## src/rtl/mem_arbiter_if.sv

```systemverilog
// Bus bundle between the instruction/data requesters, the arbiter and the shared memory port.
// slave is the arbiter's view; master is the view of the surrounding requesters and memory.
interface mem_arbiter_if;
  logic        instr_req_ip;
  logic [31:0] instr_addr_ip;
  logic        instr_gnt_op;
  logic        instr_rvalid_op;

  logic        data_req_ip;
  logic        data_we_ip;
  logic [3:0]  data_be_ip;
  logic [31:0] data_addr_ip;
  logic [31:0] data_wdata_ip;
  logic        data_gnt_op;
  logic        data_rvalid_op;

  logic        mem_req_op;
  logic        mem_we_op;
  logic [3:0]  mem_be_op;
  logic [31:0] mem_addr_op;
  logic [31:0] mem_wdata_op;
  logic        mem_gnt_ip;
  logic        mem_rvalid_ip;
  logic [31:0] mem_rdata_ip;

  logic [31:0] rdata_op;
  logic        timeout_err_op;

  modport slave (
    input  instr_req_ip, instr_addr_ip,
    output instr_gnt_op, instr_rvalid_op,
    input  data_req_ip, data_we_ip, data_be_ip, data_addr_ip, data_wdata_ip,
    output data_gnt_op, data_rvalid_op,
    output mem_req_op, mem_we_op, mem_be_op, mem_addr_op, mem_wdata_op,
    input  mem_gnt_ip, mem_rvalid_ip, mem_rdata_ip,
    output rdata_op, timeout_err_op
  );

  modport master (
    output instr_req_ip, instr_addr_ip,
    input  instr_gnt_op, instr_rvalid_op,
    output data_req_ip, data_we_ip, data_be_ip, data_addr_ip, data_wdata_ip,
    input  data_gnt_op, data_rvalid_op,
    input  mem_req_op, mem_we_op, mem_be_op, mem_addr_op, mem_wdata_op,
    output mem_gnt_ip, mem_rvalid_ip, mem_rdata_ip,
    input  rdata_op, timeout_err_op
  );
endinterface

```

## src/rtl/mem_arbiter.sv

```systemverilog
// Round-robin arbiter sharing one memory port between an instruction fetch and a load/store
// requester, with a single outstanding transaction and a response timeout.
module mem_arbiter #(
  parameter int unsigned TIMEOUT_CYCLES = 255
) (
  input  logic         clock,
  input  logic         reset,
  mem_arbiter_if.slave bus
);
  localparam int unsigned CNT_W = 8;
  localparam logic [CNT_W-1:0] TIMEOUT_VAL = CNT_W'(TIMEOUT_CYCLES);
  localparam logic [CNT_W-1:0] TIMEOUT_PRE = CNT_W'(TIMEOUT_CYCLES - 1);
  localparam logic OWNER_INSTR = 1'b0;
  localparam logic OWNER_DATA  = 1'b1;

  typedef enum logic [1:0] {IDLE, REQ, RESP} state_e;

  state_e           state_q, state_d;
  logic             owner_q, last_owner_q;
  logic [CNT_W-1:0] cnt_q;
  logic             any_req, pick_data, arb_en, win, timeout_hit, resp_fire;

  // Round-robin choice: a lone requester wins, contention goes to the one that did not win last.
  always_comb begin : arbitration
    any_req     = bus.instr_req_ip | bus.data_req_ip;
    pick_data   = bus.data_req_ip & (~bus.instr_req_ip | (last_owner_q == OWNER_INSTR));
    arb_en      = (state_q == IDLE) | ((state_q == RESP) & bus.mem_rvalid_ip);
    win         = arb_en & any_req;
    timeout_hit = (state_q == RESP) & ~bus.mem_rvalid_ip & (cnt_q == TIMEOUT_VAL);
  end

  always_ff @(posedge clock) begin : state_reg
    if (reset) state_q <= IDLE;
    else       state_q <= state_d;
  end

  always_comb begin : next_state
    state_d = state_q;
    case (state_q)
      IDLE: if (any_req) state_d = REQ;
      REQ:  if (bus.mem_gnt_ip) state_d = RESP;
      RESP: begin
        if (bus.mem_rvalid_ip) state_d = any_req ? REQ : IDLE;
        else if (timeout_hit)  state_d = IDLE;
      end
      default: state_d = IDLE;
    endcase
  end

  // A timed-out response still completes toward the owner so it never stalls forever.
  always_comb begin : outputs
    bus.instr_gnt_op    = 1'b0;
    bus.data_gnt_op     = 1'b0;
    bus.instr_rvalid_op = 1'b0;
    bus.data_rvalid_op  = 1'b0;
    bus.rdata_op        = bus.mem_rdata_ip;
    resp_fire           = (state_q == RESP) & (bus.mem_rvalid_ip | timeout_hit);
    if ((state_q == REQ) & bus.mem_gnt_ip & bus.mem_req_op) begin
      bus.instr_gnt_op = (owner_q == OWNER_INSTR);
      bus.data_gnt_op  = (owner_q == OWNER_DATA);
    end
    if (resp_fire) begin
      bus.instr_rvalid_op = (owner_q == OWNER_INSTR);
      bus.data_rvalid_op  = (owner_q == OWNER_DATA);
    end
  end

  always_ff @(posedge clock) begin : datapath
    if (reset) begin
      bus.mem_req_op     <= 1'b0;
      bus.mem_we_op      <= 1'b0;
      bus.mem_be_op      <= 4'h0;
      bus.mem_addr_op    <= 32'h0;
      bus.mem_wdata_op   <= 32'h0;
      bus.timeout_err_op <= 1'b0;
      owner_q            <= OWNER_INSTR;
      last_owner_q       <= OWNER_DATA;
      cnt_q              <= '0;
    end else begin
      bus.mem_req_op <= (state_d == REQ);
      if (win) begin
        owner_q      <= pick_data;
        last_owner_q <= pick_data;
        if (pick_data) begin
          bus.mem_we_op    <= bus.data_we_ip;
          bus.mem_be_op    <= bus.data_be_ip;
          bus.mem_addr_op  <= bus.data_addr_ip;
          bus.mem_wdata_op <= bus.data_wdata_ip;
        end else begin
          bus.mem_we_op    <= 1'b0;
          bus.mem_be_op    <= 4'hF;
          bus.mem_addr_op  <= bus.instr_addr_ip;
          bus.mem_wdata_op <= 32'h0;
        end
      end
      // Counter saturates at the limit; the flag is raised as the limit is reached.
      if ((state_q == REQ) & bus.mem_gnt_ip)
        cnt_q <= '0;
      else if ((state_q == RESP) & ~bus.mem_rvalid_ip & (cnt_q != TIMEOUT_VAL))
        cnt_q <= cnt_q + CNT_W'(1);
      if ((state_q == RESP) & ~bus.mem_rvalid_ip & (cnt_q == TIMEOUT_PRE))
        bus.timeout_err_op <= 1'b1;
    end
  end
endmodule

```

## src/flat_wrapper.sv

```systemverilog
// flat-port wrapper written by rule: the top's interface ports become plain ports
module mem_arbiter_flat 
#(
  parameter int unsigned TIMEOUT_CYCLES = 255
)
  (clock, reset, bus_instr_req_ip, bus_instr_addr_ip, bus_instr_gnt_op, bus_instr_rvalid_op, bus_data_req_ip, bus_data_we_ip, bus_data_be_ip, bus_data_addr_ip, bus_data_wdata_ip, bus_data_gnt_op, bus_data_rvalid_op, bus_mem_req_op, bus_mem_we_op, bus_mem_be_op, bus_mem_addr_op, bus_mem_wdata_op, bus_mem_gnt_ip, bus_mem_rvalid_ip, bus_mem_rdata_ip, bus_rdata_op, bus_timeout_err_op);
  mem_arbiter_if bus_i ();
  input  logic clock;
  input  logic reset;
  input wire logic [$bits(bus_i.instr_req_ip)-1:0] bus_instr_req_ip;
  input wire logic [$bits(bus_i.instr_addr_ip)-1:0] bus_instr_addr_ip;
  output wire logic [$bits(bus_i.instr_gnt_op)-1:0] bus_instr_gnt_op;
  output wire logic [$bits(bus_i.instr_rvalid_op)-1:0] bus_instr_rvalid_op;
  input wire logic [$bits(bus_i.data_req_ip)-1:0] bus_data_req_ip;
  input wire logic [$bits(bus_i.data_we_ip)-1:0] bus_data_we_ip;
  input wire logic [$bits(bus_i.data_be_ip)-1:0] bus_data_be_ip;
  input wire logic [$bits(bus_i.data_addr_ip)-1:0] bus_data_addr_ip;
  input wire logic [$bits(bus_i.data_wdata_ip)-1:0] bus_data_wdata_ip;
  output wire logic [$bits(bus_i.data_gnt_op)-1:0] bus_data_gnt_op;
  output wire logic [$bits(bus_i.data_rvalid_op)-1:0] bus_data_rvalid_op;
  output wire logic [$bits(bus_i.mem_req_op)-1:0] bus_mem_req_op;
  output wire logic [$bits(bus_i.mem_we_op)-1:0] bus_mem_we_op;
  output wire logic [$bits(bus_i.mem_be_op)-1:0] bus_mem_be_op;
  output wire logic [$bits(bus_i.mem_addr_op)-1:0] bus_mem_addr_op;
  output wire logic [$bits(bus_i.mem_wdata_op)-1:0] bus_mem_wdata_op;
  input wire logic [$bits(bus_i.mem_gnt_ip)-1:0] bus_mem_gnt_ip;
  input wire logic [$bits(bus_i.mem_rvalid_ip)-1:0] bus_mem_rvalid_ip;
  input wire logic [$bits(bus_i.mem_rdata_ip)-1:0] bus_mem_rdata_ip;
  output wire logic [$bits(bus_i.rdata_op)-1:0] bus_rdata_op;
  output wire logic [$bits(bus_i.timeout_err_op)-1:0] bus_timeout_err_op;
  assign bus_i.instr_req_ip = bus_instr_req_ip;
  assign bus_i.instr_addr_ip = bus_instr_addr_ip;
  assign bus_instr_gnt_op = bus_i.instr_gnt_op;
  assign bus_instr_rvalid_op = bus_i.instr_rvalid_op;
  assign bus_i.data_req_ip = bus_data_req_ip;
  assign bus_i.data_we_ip = bus_data_we_ip;
  assign bus_i.data_be_ip = bus_data_be_ip;
  assign bus_i.data_addr_ip = bus_data_addr_ip;
  assign bus_i.data_wdata_ip = bus_data_wdata_ip;
  assign bus_data_gnt_op = bus_i.data_gnt_op;
  assign bus_data_rvalid_op = bus_i.data_rvalid_op;
  assign bus_mem_req_op = bus_i.mem_req_op;
  assign bus_mem_we_op = bus_i.mem_we_op;
  assign bus_mem_be_op = bus_i.mem_be_op;
  assign bus_mem_addr_op = bus_i.mem_addr_op;
  assign bus_mem_wdata_op = bus_i.mem_wdata_op;
  assign bus_i.mem_gnt_ip = bus_mem_gnt_ip;
  assign bus_i.mem_rvalid_ip = bus_mem_rvalid_ip;
  assign bus_i.mem_rdata_ip = bus_mem_rdata_ip;
  assign bus_rdata_op = bus_i.rdata_op;
  assign bus_timeout_err_op = bus_i.timeout_err_op;
  mem_arbiter #(.TIMEOUT_CYCLES(TIMEOUT_CYCLES)) u_core (.clock(clock), .reset(reset), .bus(bus_i));
endmodule
```

## config.mk

```make
export PLATFORM = sky130hd
export DESIGN_NAME = mem_arbiter_flat
export DESIGN_NICKNAME = d
export VERILOG_FILES = /design/src/rtl/mem_arbiter_if.sv /design/src/rtl/mem_arbiter.sv /design/src/flat_wrapper.sv
export SDC_FILE = /design/constraint.sdc
export NUM_CORES = 1
export LEC_CHECK = 0
export ABC_AREA = 1
export BUFFER_PORTS_ARGS = -buffer_cell sky130_fd_sc_hd__buf_2
export CAP_MARGIN = 5
export CORE_ASPECT_RATIO = 0.6
export CORE_MARGIN = 3
export CORE_UTILIZATION = 35
export CTS_CLUSTER_DIAMETER = 120
export CTS_CLUSTER_SIZE = 8
export DETAILED_ROUTE_END_ITERATION = 7
export PLACE_DENSITY = 0.7
export SLEW_MARGIN = 20
export SYNTH_ARGS = -nofsm -noshare
export SYNTH_HDL_FRONTEND = slang
export SYNTH_SLANG_ARGS = --single-unit
```

## constraint.sdc

```tcl
create_clock -name clock -period 2.45 [get_ports clock]
set_input_delay 0.245 -clock clock [delete_from_list [all_inputs] [get_ports clock]]
set_output_delay 0.245 -clock clock [all_outputs]
set_load 0.01 [all_outputs]
```

# ---- Word-level counts from Yosys, hierarchy flattened
# Cells that the tools add are included.
dict set report classes {
  add_sub_neg 1
  eq_ne 6
  n_reduce_logical 2
  bitwise 18
  muxes 14
}
# op count
set ops {}
lappend ops {{$mux 32} 2}
lappend ops {{$eq 8x8->1 const B} 2}
lappend ops {{$and 1x1->1} 10}
lappend ops {{$add 8x1->8 const B} 1}
lappend ops {{$mux 2} 4}
lappend ops {{$ne 8x8->1 const B} 1}
lappend ops {{$mux 1} 6}
lappend ops {{$pmux 2 s3} 1}
lappend ops {{$eq 2x1->1 const B} 2}
lappend ops {{$mux 4} 1}
lappend ops {{$not 1->1} 4}
lappend ops {{$or 1x1->1} 4}
lappend ops {{$eq 2x2->1 const B} 1}
lappend ops {{$logic_not 2->1} 1}
lappend ops {{$reduce_or 2->1} 1}
dict set report word_totals {
  regBits 83
  inputBits 139
  word_cells 51
  output_inout_bits 107
}

# ---- Logic depth before layout (Yosys ltp)
# Gate-level depths: netlist of run 1.
dict set report logic_depth {
  word_depth 7
  ltp_mapped 9
  mapped_depth_nobuf 9
}

# ---- Worst setup path before layout of run 1
# OpenSTA, ideal clock, no wires.
dict set report synth_timing {
  kind {flip-flop to output port}
  from {register u_core.cnt_q[1]}
  to {output bus_data_rvalid_op}
  slack_ps 1038
  arrival_time_ps 1167
  stages_incl_launch_ff 8
  required_time_ps 2205
  path_buffers 0
  cell_sequence {dfxtp_1 ha_1 inv_1 nor2_2 nand2_1 nand2_1 nand3_1 nor2_1}
}
dict set report synth_between {
  elab_chain_len 5
}
# element line_no
set synth_rtl {}
lappend synth_rtl {{start, declared} mem_arbiter.sv:20} ;# logic [CNT_W-1:0] cnt_q;
lappend synth_rtl {{start signal, assigned} mem_arbiter.sv:100} ;# cnt_q <= cnt_q + CNT_W'(1);
lappend synth_rtl {{$eq 8x8->1} mem_arbiter.sv:29} ;# timeout_hit = (state_q == RESP) & ~bus.mem_rvalid_ip & (cnt_q == TIMEOUT_VAL);
lappend synth_rtl {{$and 1x1->1} mem_arbiter.sv:29}
lappend synth_rtl {{$or 1x1->1} mem_arbiter.sv:57} ;# resp_fire = (state_q == RESP) & (bus.mem_rvalid_ip | timeout_hit);
lappend synth_rtl {{$and 1x1->1} mem_arbiter.sv:57}
lappend synth_rtl {{$mux 1} mem_arbiter.sv:62} ;# if (resp_fire) begin
lappend synth_rtl {{end, declared} flat_wrapper.sv:20} ;# output wire logic [$bits(bus_i.data_rvalid_op)-1:0] bus_data_rvalid_op;
# Every way passes these cells.

# ---- Worst setup path in the final report of run 1
# Ends and elaborated chain as after synthesis.

==> results by group, run 1 <==
Setup path
  • CP startpoint kind: flop
  • Reg2Reg Depth: 6
  • Req. time, crit path: 2.20 ns
  • Critical path class: reg2out
  • Worst Path Arrival: 1.72 ns
  • CP endpoint kind: output pin
  • Critical path peak fanout: 5

Final layout
  • Reg area: 1660 sq um
  • Ant. Diodes: 0
  • Fin cells: 753
  • Fill count: 963
  • Synth-to-Final Area Change: 30.4%
  • Post-route cell area: 4640 sq um
  • Multi-input gate area: 1460 sq um
  • Commonest non-fill, non-tap cells in the layout: buf_2, nand2_1, a21oi_1
  • Layout cell share with drive strength beyond 1: 33.9%
  • Commonest non-fill, non-tap cell in the layout: buf_2
  • Fin util: 48.7%
  • Layout Nets: 760

STA
  • Final Max Slew Viols: 0
  • Final worst-path cycle share: 80.2%
  • Final min period: 1.97 ns
  • Worst-Margin Slew: 0.536 ns
  • Slew HR: 64.2%
  • Final Hold Fails: 0
  • Total Neg Setup Slack: 0 ns
  • Maximum clock rate: 0.509 GHz
  • RSZ-0062 raised after global routing: false
  • Final Setup Violations: 0
  • Clock skew: 0.00471 ns

Place
  • Post-DP HPWL: 7560 um
  • Buffers on Ports: 181
  • Placed cells: 738
  • Routability cong.: 0.834
  • Placed cell area: 4310 sq um

Synthesis
  • Dominant synthesized flop cell: dfxtp_1
  • Synth cell types: 24
  • XOR/XNOR Fraction of Synth Area: 0.738%
  • Post-synth EDFFs: 0
  • Mean Syn Cell Area: 7.43 sq um
  • Post-synthesis mux area share: 0%
  • Post-synthesis compound-gate area fraction: 20.5%
  • Top-area cell type share of the netlist area: 46.7%
  • Synth Instances: 479
  • Synthesized cell area: 3560 sq um
  • Net Count, Synth: 620
  • Syn. warnings: 0
  • Area contributors post-synth: dfxtp_1, a21oi_1, nand2_1, buf_4, o21ai_0
  • Largest family of logic cells by synthesized area: compound AO/OA/AOI/OAI gates
  • Yosys top cell by area: dfxtp_1
  • Simple-gate portion of the synthesized area: 19.1%
  • Synth Register Bits: 83
  • Adder-cell share of the synthesized area: 0.703%
  • Async SR Flop Fraction: 0%
  • Sequential area share after synthesis: 46.7%

Clocking
  • Max clock buf depth: 2
  • Cts repair resizes: 0
  • Root Buffer: clkbuf_16
  • Post-CTS setup buffers: 0
  • Clock-pin slew on the worst setup and hold paths: 0.06 ns
  • Worst-Skew Late Latency: 0.33 ns
  • Hold Buf Count CTS: 0
  • CTS tree: yes
  • Clock sinks: 83
  • Num CTS Buffers: 9
  • CTS H-tree depth: 3

Global route
  • Largest net degree at the start of global routing: 45
  • First-pass GRT wire length: 16400 um
  • Antenna violations before repair: 0
  • GRT Total Usage: 17.5%
  • Vias in the first global route: 3508
  • Grt ovf: 0

Status
  • Outcome: complete, no violations

Run
  • Max-cap violations: 0

Hold path
  • Hold path depth: 3
  • Worst min-delay path category: in2reg

Routing
  • ANT nets after route: 0
  • Drt wl/cell: 13.5 um
  • Drt via density: 4.81
  • DR iter-0 viols: 185
  • DR vias: 3624
  • Wirelength, routed: 10200 um
  • Drt first pass iters: 4
  • DRC viols: 0

Floorplanning
  • Core Area: 9530 sq um
  • Die width: 136 um
  • Die area: 11500 sq um
  • Io pins: 246
  • Row cnt: 27
  • Die height: 84.1 um
  • Initial cell density of the core: 37.4%

Pwr
  • LEAKAGE: 0.00216 uW
  • Power Total: 3540 uW
  • P per Cell Area: 763 nW/um^2
  • Peak supply drop: 0.000384 V
==> sequential cells by signal, indices dropped and copies added (netlist names) <==
register,cells
u_core.cnt_q,8
u_core.bus.mem_req_op,1
u_core.bus.mem_wdata_op,32
u_core.bus.mem_addr_op,32
u_core.bus.mem_we_op,1
u_core.bus.mem_be_op,4
u_core.owner_q,1
u_core.state_q,2
u_core.last_owner_q,1
u_core.bus.timeout_err_op,1
==> metal layers <==
layer | track usage [%] | vias up | share of wire, %
met4 | 5.03 | 0 | 1.4
met5 | 0 | - | 0
met1 | 21.1 | 1628 | 42
met2 | 28.4 | 172 | 45
met3 | 7.83 | 12 | 11
li1 | - | 1812 | -
==> cells in the mapped netlist, types with 3 or more instances <==
master,instances
dfxtp_1,83
inv_1,17
nor2_1,19
buf_4,37
clkbuf_1,13
nand2_2,3
buf_2,6
a21oi_1,109
o21ai_1,3
nand2_1,131
nand3_1,6
o21ai_0,34
==> worst max-delay path, cell delays in order, from the launching register on <==
cell and delay [ns]:
dfxtp_1 0.40, ha_1 0.27, inv_1 0.07, nor2_2 0.14, nand2_1 0.12, nand2_1 0.08
nand3_1 0.08, nor2_1 0.09, buf_2 0.13
==> stage by stage <==
step                      worst slack [ns]  hold slack, ns
final                                0.484           0.134
after global routing                 0.346           0.132
after CTS                            0.459           0.125
after detailed placement             0.806           0.455
after global placement               0.838           0.449
after floorplan                       1.04           0.366
==> kinds of logic after synthesis <==
kind of cell / Yosys count
compound gates: 146
xor+xnor: 3
fa+ha+maj: 2
buf+inv: 77
flops: 83
simple gates: 168
==> power by group <==
part	internal, uW	total (uW)	switching (uW)
combinational	209	526	316
clock	989	1510	522
sequential	1450	1500	52.0
total	2650	3540	891
==> path summary, 6_finish.rpt <==
path | start | endpoint | slack, ns
setup reg to reg | u_core.state_q[0] | u_core.bus.mem_wdata_op[10] | 0.84
hold / removal | bus_data_be_ip[1] | u_core.bus.mem_be_op[1] | 0.13
hold reg to reg | u_core.bus.mem_wdata_op[0] | u_core.bus.mem_wdata_op[0] | 0.46
setup / recovery | u_core.cnt_q[1] | bus_data_rvalid_op | 0.48
==> layout make-up <==
| class | count | area share [%] |
|---|---|---|
| sequential | 83 | 35.8 |
| multi-input combinational | 319 | 31.5 |
| timing repair buffer | 187 | 20.5 |
| clock buffer | 10 | 4.93 |
| tap | 130 | 3.50 |
| clock inverter | 5 | 2.21 |
| inverter | 19 | 1.54 |
Note: power is estimated with default switching activity, not from simulation.
==> run 2: changes to the inputs <==
Settings changed: ABC_AREA 1 to 0, PLACE_DENSITY 0.7 to 0.69.
Clock period 2.45 ns to 1.85 ns, I/O delays scaled along.
==> results by group, run 2 <==
Routing
  • Drt via density: 5.03 (+4.4%)
  • Drt first pass iters: 5 (+1)
  • Drt wl/cell: 13.8 um (+2.3%)
  • DR iter-0 viols: 182 (-1.6%)
  • ANT nets after route: 0 (unchanged)
  • Wirelength, routed: 10100 um (-0.93%)
  • DR vias: 3664 (+1.1%)
  • DRC viols: 0 (unchanged)

Final layout
  • Synth-to-Final Area Change: 28.3%
  • Layout cell share with drive strength beyond 1: 36.4% (+2.5 points)
  • Top Registers: u_core.bus.mem_addr_op (32), u_core.bus.mem_wdata_op (32), u_core.cnt_q (8)
  • Post-route cell area: 4720 sq um (+1.7%)
  • Layout Nets: 731 (-3.8%)
  • Commonest non-fill, non-tap cells in the layout: buf_2, nand2_1, dfxtp_1
  • Commonest non-fill, non-tap cell in the layout: buf_2
  • Fin cells: 729 (-3.2%)
  • Ant. Diodes: 0 (unchanged)

Setup path
  • CP endpoint kind: output pin
  • Crit path top cell by count: nor2_1
  • Cell Chain, Critical Path: ha_2, nand3_2, nor2_1, o21ai_1, nor2_1, buf_2
  • CP startpoint kind: flop
  • Req. time, crit path: 1.66 ns (-0.54 ns)
  • CP max stage delay: 0.37 ns (-0.03 ns)
  • Reg2Reg Depth: 5 (-1)
  • Reg2reg start: u_core.state_q[1]
  • Slowest cell on crit path: dfxtp_2
  • Critical R2R Capture: u_core.bus.mem_wdata_op[23]
  • Worst Setup SP: u_core.cnt_q[0]
  • Critical path class: reg2out
  • Critical path peak fanout: 6 (+1)
  • R2R Setup Slk: 0.30 ns (-0.54 ns)
  • Worst Path Arrival: 1.48 ns (-0.24 ns)

Pwr
  • LEAKAGE: 0.00218 uW (+0.91%)
  • P per Cell Area: 953 nW/um^2 (+25%)
  • Peak supply drop: 0.000417 V (+8.4%)

Clocking
  • Max clock buf depth: 2 (unchanged)
  • CTS tree: yes
  • Root Buffer: clkbuf_16
  • Hold Buf Count CTS: 0 (unchanged)
  • Clock-pin slew on the worst setup and hold paths: 0.06 ns (about the same)
  • Num CTS Buffers: 9 (unchanged)
  • CTS H-tree depth: 3 (unchanged)
  • Worst-Skew Late Latency: 0.33 ns (about the same)
  • Clock sinks: 83 (unchanged)

Synthesis
  • Synth cell types: 34 (+42%)
  • Top cells by count, synth: nand2_1, dfxtp_1, nor2_1, buf_4, a21oi_1
  • Async SR Flop Fraction: 0% (unchanged)
  • Synth Register Bits: 83 (unchanged)
  • Net Count, Synth: 598 (-3.5%)
  • Syn. warnings: 0 (unchanged)
  • Yosys top cell by area: dfxtp_1
  • Dominant synthesized flop cell: dfxtp_1
  • Synth Instances: 457 (-4.6%)
  • Top-count cell post-synth: nand2_1
  • Top-area cell type share of the netlist area: 45.2% (-1.5 points)
  • Area contributors post-synth: dfxtp_1, nand2_1, buf_4, a311oi_1, nor2_1
  • Post-synth EDFFs: 0 (unchanged)
  • Mean Syn Cell Area: 8.05 sq um (+8.3%)
  • Synthesized cell area: 3680 sq um (+3.3%)
  • Sequential area share after synthesis: 45.2% (-1.5 points)

STA
  • RSZ-0062 raised after global routing: false
  • Final worst-path cycle share: 90.0%
  • Clock skew: 0.00693 ns (+0.00222 ns)
  • Worst-Margin Slew: 0.449 ns (-0.0869 ns)
  • Final Setup Violations: 0 (unchanged)
  • Maximum clock rate: 0.601 GHz
  • Final Hold Slack: 0.107 ns (-0.0272 ns)
  • Final min period: 1.67 ns
  • Slew HR: 70.0% (+5.8 points)
  • Total Neg Setup Slack: 0 ns (unchanged)
  • Final Max Slew Viols: 0 (unchanged)
  • Final Hold Fails: 0 (unchanged)

Global route
  • Grt ovf: 0 (unchanged)
  • Antenna violations before repair: 0 (unchanged)
  • Vias in the first global route: 3474 (-0.97%)
  • GRT Total Usage: 16.6% (-0.94 points)
  • First-pass GRT wire length: 16400 um (-0.38%)
  • Largest net degree at the start of global routing: 75 (+67%)

Hold path
  • Worst min-delay path category: in2reg
  • Hold_sp: bus_data_wdata_ip[20]
  • Hold-critical path endpoint: u_core.bus.mem_wdata_op[20]
  • Hold path depth: 3 (unchanged)

Floorplanning
  • Core Area: 10100 sq um (+5.5%)
  • Row cnt: 28 (+3.7%)
  • Die height: 85.4 um (+1.5%)
  • Io pins: 246 (unchanged)
  • Die width: 138 um (+1.6%)
  • Die area: 11800 sq um (+3.1%)
  • Initial cell density of the core: 36.6% (-0.79 points)

Run
  • Max-cap violations: 0 (unchanged)

Status
  • Outcome: complete, no violations

Place
  • Placed cell area: 4420 sq um (+2.5%)
  • Post-DP HPWL: 7290 um (-3.6%)
  • Placed cells: 713 (-3.4%)
  • Routability cong.: 0.860 (+3.0%)
  • Buffers on Ports: 181 (unchanged)
[run 2: cell count changes after synthesis, sizes merged, moves of 17 or more]
cell and change:
a21oi -72, o21ai -36, a311oi +32, nand2 -31
nor2 +30, nand3 +29, inv -17
[run 2: worst max-delay path by stage]
stage	endpoint	slack, ns	cells past startpoint
after floorplan	u_core.bus.mem_be_op[0]	0.51	6
after global placement	u_core.bus.mem_be_op[3]	0.38	5
after detailed placement	u_core.owner_q	0.31	5
after CTS	bus_data_rvalid_op	0.05	6
after global routing	bus_instr_rvalid_op	0.04	6
final	bus_data_rvalid_op	0.18	6
[run 2: logic make-up after synthesis]
group / count (synthesis) / synth area share [%]
AOI/OAI and AO/OA: 79 / 14.7
xor gates and xnor gates: 7 / 1.67
adders and majority gates: 2 / 0.680
buffers and inverters: 70 / 12.2
DFF: 83 / 45.2
and+or+nand+nor: 216 / 25.6
[run 2: cell type report]
class	count	area, sq um
clock buffers	10	229
repair buffers	190	1010
inverters	2	7.51
multi-input cells	304	1580
well taps	135	169
fillers	1008	5340
flip-flops and latches	83	1660
clock inverters	5	55.1
[run 2: what timing repair did]
action | in CTS | in global routing
endpoints found under the setup margin | 1 | 2
pin swaps | 0 | 1
gates resized for setup | 1 | 4
setup buffers | 0 | 1
[run 2: stage by stage]
stage | util (%) | power (uW) | setup WS (ns)
6_report | 46.9 | 4500 | 0.185
3_3_place_gp | 43.9 | 2810 | 0.384
4_1_cts | 46.8 | 4570 | 0.0455
5_1_grt | 46.9 | 4750 | 0.0434
2_1_floorplan | - | 2580 | 0.510
3_5_place_dp | 43.9 | 2830 | 0.309
[run 2: worst max-delay path, delay by kind of cell, from the launching register on]
| family | cells | cell delay (ns) |
|---|---|---|
| AND/OR/NAND/NOR | 3 | 0.36 |
| buffers and inverters | 1 | 0.14 |
| flip-flops | 1 | 0.37 |
| adder cells (fa/ha/maj) | 1 | 0.20 |
| AO/OA/AOI/OAI | 1 | 0.09 |
[run 2: report_power, final]
group	internal, uW	total [uW]	switching, uW
clock network	1030	1710	681
registers	1920	2000	74.3
logic	324	784	459
total	3280	4500	1210
[run 2: metal layers]
layer	vias to the layer above	share of wire [%]	track usage (%)
met5	-	0	0
met4	0	0.79	5.38
met3	11	9.6	7.32
met2	178	44	25.5
met1	1686	46	21.1
li1	1789	-	-
==> run 3: changes to the inputs <==
Clock period 1.85 ns to 1.8 ns, I/O delays scaled along.
==> results by group, run 3 (synthesis results as in run 2) <==
Status
  • Outcome: complete, no violations

Routing
  • ANT nets after route: 0 (unchanged)
  • Drt first pass iters: 4 (-1)
  • Drt via density: 4.97 (-1.1%)
  • Drt wl/cell: 14.0 um (+1.3%)
  • DRC viols: 0 (unchanged)
  • DR iter-0 viols: 148 (-19%)
  • Wirelength, routed: 10300 um (+1.7%)
  • DR vias: 3640 (-0.66%)

Setup path
  • Worst Path Arrival: 1.47 ns (about the same)
  • Req. time, crit path: 1.62 ns (-0.04 ns)
  • CP startpoint kind: flop
  • Critical path peak fanout: 6 (unchanged)
  • CP endpoint kind: output pin
  • Critical path class: reg2out

STA
  • RSZ-0062 raised after global routing: false
  • Final worst-path cycle share: 91.6%
  • Final Setup Violations: 0 (unchanged)
  • Final Hold Fails: 0 (unchanged)
  • Maximum clock rate: 0.606 GHz
  • Slew HR: 74.0% (+4.0 points)
  • Worst-Margin Slew: 0.390 ns (-0.0598 ns)
  • Final Max Slew Viols: 0 (unchanged)
  • Setup WS post-layout: 0.150 ns (-0.0346 ns)
  • Final min period: 1.65 ns
  • Total Neg Setup Slack: 0 ns (unchanged)
  • Clock skew: 0.00762 ns (+0.000689 ns)

Global route
  • GRT Total Usage: 16.9% (+0.30 points)
  • First-pass GRT wire length: 16600 um (+1.6%)
  • Antenna violations before repair: 0 (unchanged)
  • Largest net degree at the start of global routing: 75 (unchanged)
  • Grt ovf: 0 (unchanged)
  • Vias in the first global route: 3524 (+1.4%)

Clocking
  • CTS H-tree depth: 3 (unchanged)
  • Root Buffer: clkbuf_16
  • Num CTS Buffers: 9 (unchanged)
  • CTS tree: yes
  • Clock sinks: 83 (unchanged)
  • Max clock buf depth: 2 (unchanged)
  • Clock-pin slew on the worst setup and hold paths: 0.07 ns (about the same)
  • Worst-Skew Late Latency: 0.33 ns (about the same)

Final layout
  • Layout cell share with drive strength beyond 1: 36.7% (+0.32 points)
  • Synth-to-Final Area Change: 30.7%
  • Fin cells: 732 (+0.41%)
  • Top Registers: u_core.bus.mem_addr_op (32), u_core.bus.mem_wdata_op (32), u_core.cnt_q (8)
  • Post-route cell area: 4800 sq um (+1.8%)
  • Commonest non-fill, non-tap cells in the layout: buf_2, nand2_1, dfxtp_1
  • Reg area: 1670 sq um (+0.15%)
  • Ant. Diodes: 0 (unchanged)
  • Fill count: 983 (-2.5%)
  • Layout Nets: 733 (+0.27%)
  • Commonest non-fill, non-tap cell in the layout: buf_2
  • Fin util: 47.8% (+0.86 points)
  • Multi-input gate area: 1590 sq um (+0.63%)

Floorplanning
  • Initial cell density of the core: 36.6% (unchanged)
  • Core Area: 10100 sq um (unchanged)
  • Die height: 85.4 um (unchanged)
  • Row cnt: 28 (unchanged)
  • Io pins: 246 (unchanged)
  • Die area: 11800 sq um (unchanged)
  • Die width: 138 um (unchanged)

Pwr
  • P per Cell Area: 1030 nW/um^2 (+8.5%)
  • Peak supply drop: 0.000508 V (+22%)
  • LEAKAGE: 0.00221 uW (+1.5%)

Run
  • Max-cap violations: 0 (unchanged)

Place
  • Worst slack at placement: 0.318 ns (+0.00905 ns)
  • Buffers on Ports: 181 (unchanged)
  • Placed cells: 714 (+0.14%)
  • Placed cell area: 4420 sq um (+0.17%)
  • Routability cong.: 0.825 (-4.0%)
  • Post-DP HPWL: 7340 um (+0.61%)

Hold path
  • Worst min-delay path category: in2reg
## run 3: cell count changes in the layout (fill, tap and decap cells not counted), sizes merged
cell    before  now
buf        190  192
bufinv       1    3
clkinv       2    1
## run 3: final timing paths
path | depth (start not counted) | endpoint | slack, ns | from
min | 3 | u_core.bus.mem_wdata_op[3] | 0.1 | bus_data_wdata_ip[3]
min reg2reg | 2 | u_core.bus.mem_wdata_op[24] | 0.45 | u_core.bus.mem_wdata_op[24]
max reg2reg | 5 | u_core.bus.mem_wdata_op[10] | 0.33 | u_core.state_q[1]
max | 6 | bus_instr_rvalid_op | 0.15 | u_core.cnt_q[1]
## run 3: timing repair
item	CTS	global route
hold buffers	0	0
gates resized for setup	1	6
setup endpoints to repair	2	2
pin swaps	0	2
setup buffers	0	2
## run 3: area by class of cell
class	instances	share of cell area (%)
repair buffers	192	21.4
multi-input cells	304	33.2
clock buffers	10	4.77
clock inverters	6	2.37
flip-flops and latches	83	34.7
well taps	135	3.52
inverters	2	0.156
## run 3: power by group
part           leakage [uW]  internal (uW)  switching, uW
Sequential         0.000683           1980           76.4
Combinational       0.00137            337            478
Clock              0.000159           1360            744
## run 3: critical path: stages (launching register included)
cell,delay [ns]
dfxtp_2,0.38
ha_4,0.15
nand3_2,0.13
nor2_1,0.13
o21ai_1,0.10
nor2_1,0.12
buf_2,0.14
## run 3: routing by layer
layer  up-vias  global-route usage (%)  routed length [um]
met1      1665                    20.9                4570
li1       1793                       -                   -
met3        21                    8.22                1030
met4         0                    5.83                 147
met2       161                    25.9                4520
met5         -                       0                   0
## run 3: metrics by stage
| step | total power [uW] | hold WS (ns) |
|---|---|---|
| floorplan | 2650 | 0.325 |
| global placement | 2890 | 0.360 |
| detailed placement | 2910 | 0.360 |
| CTS | 5040 | 0.0799 |
| global route | 5220 | 0.0887 |
| finish | 4970 | 0.0958 |
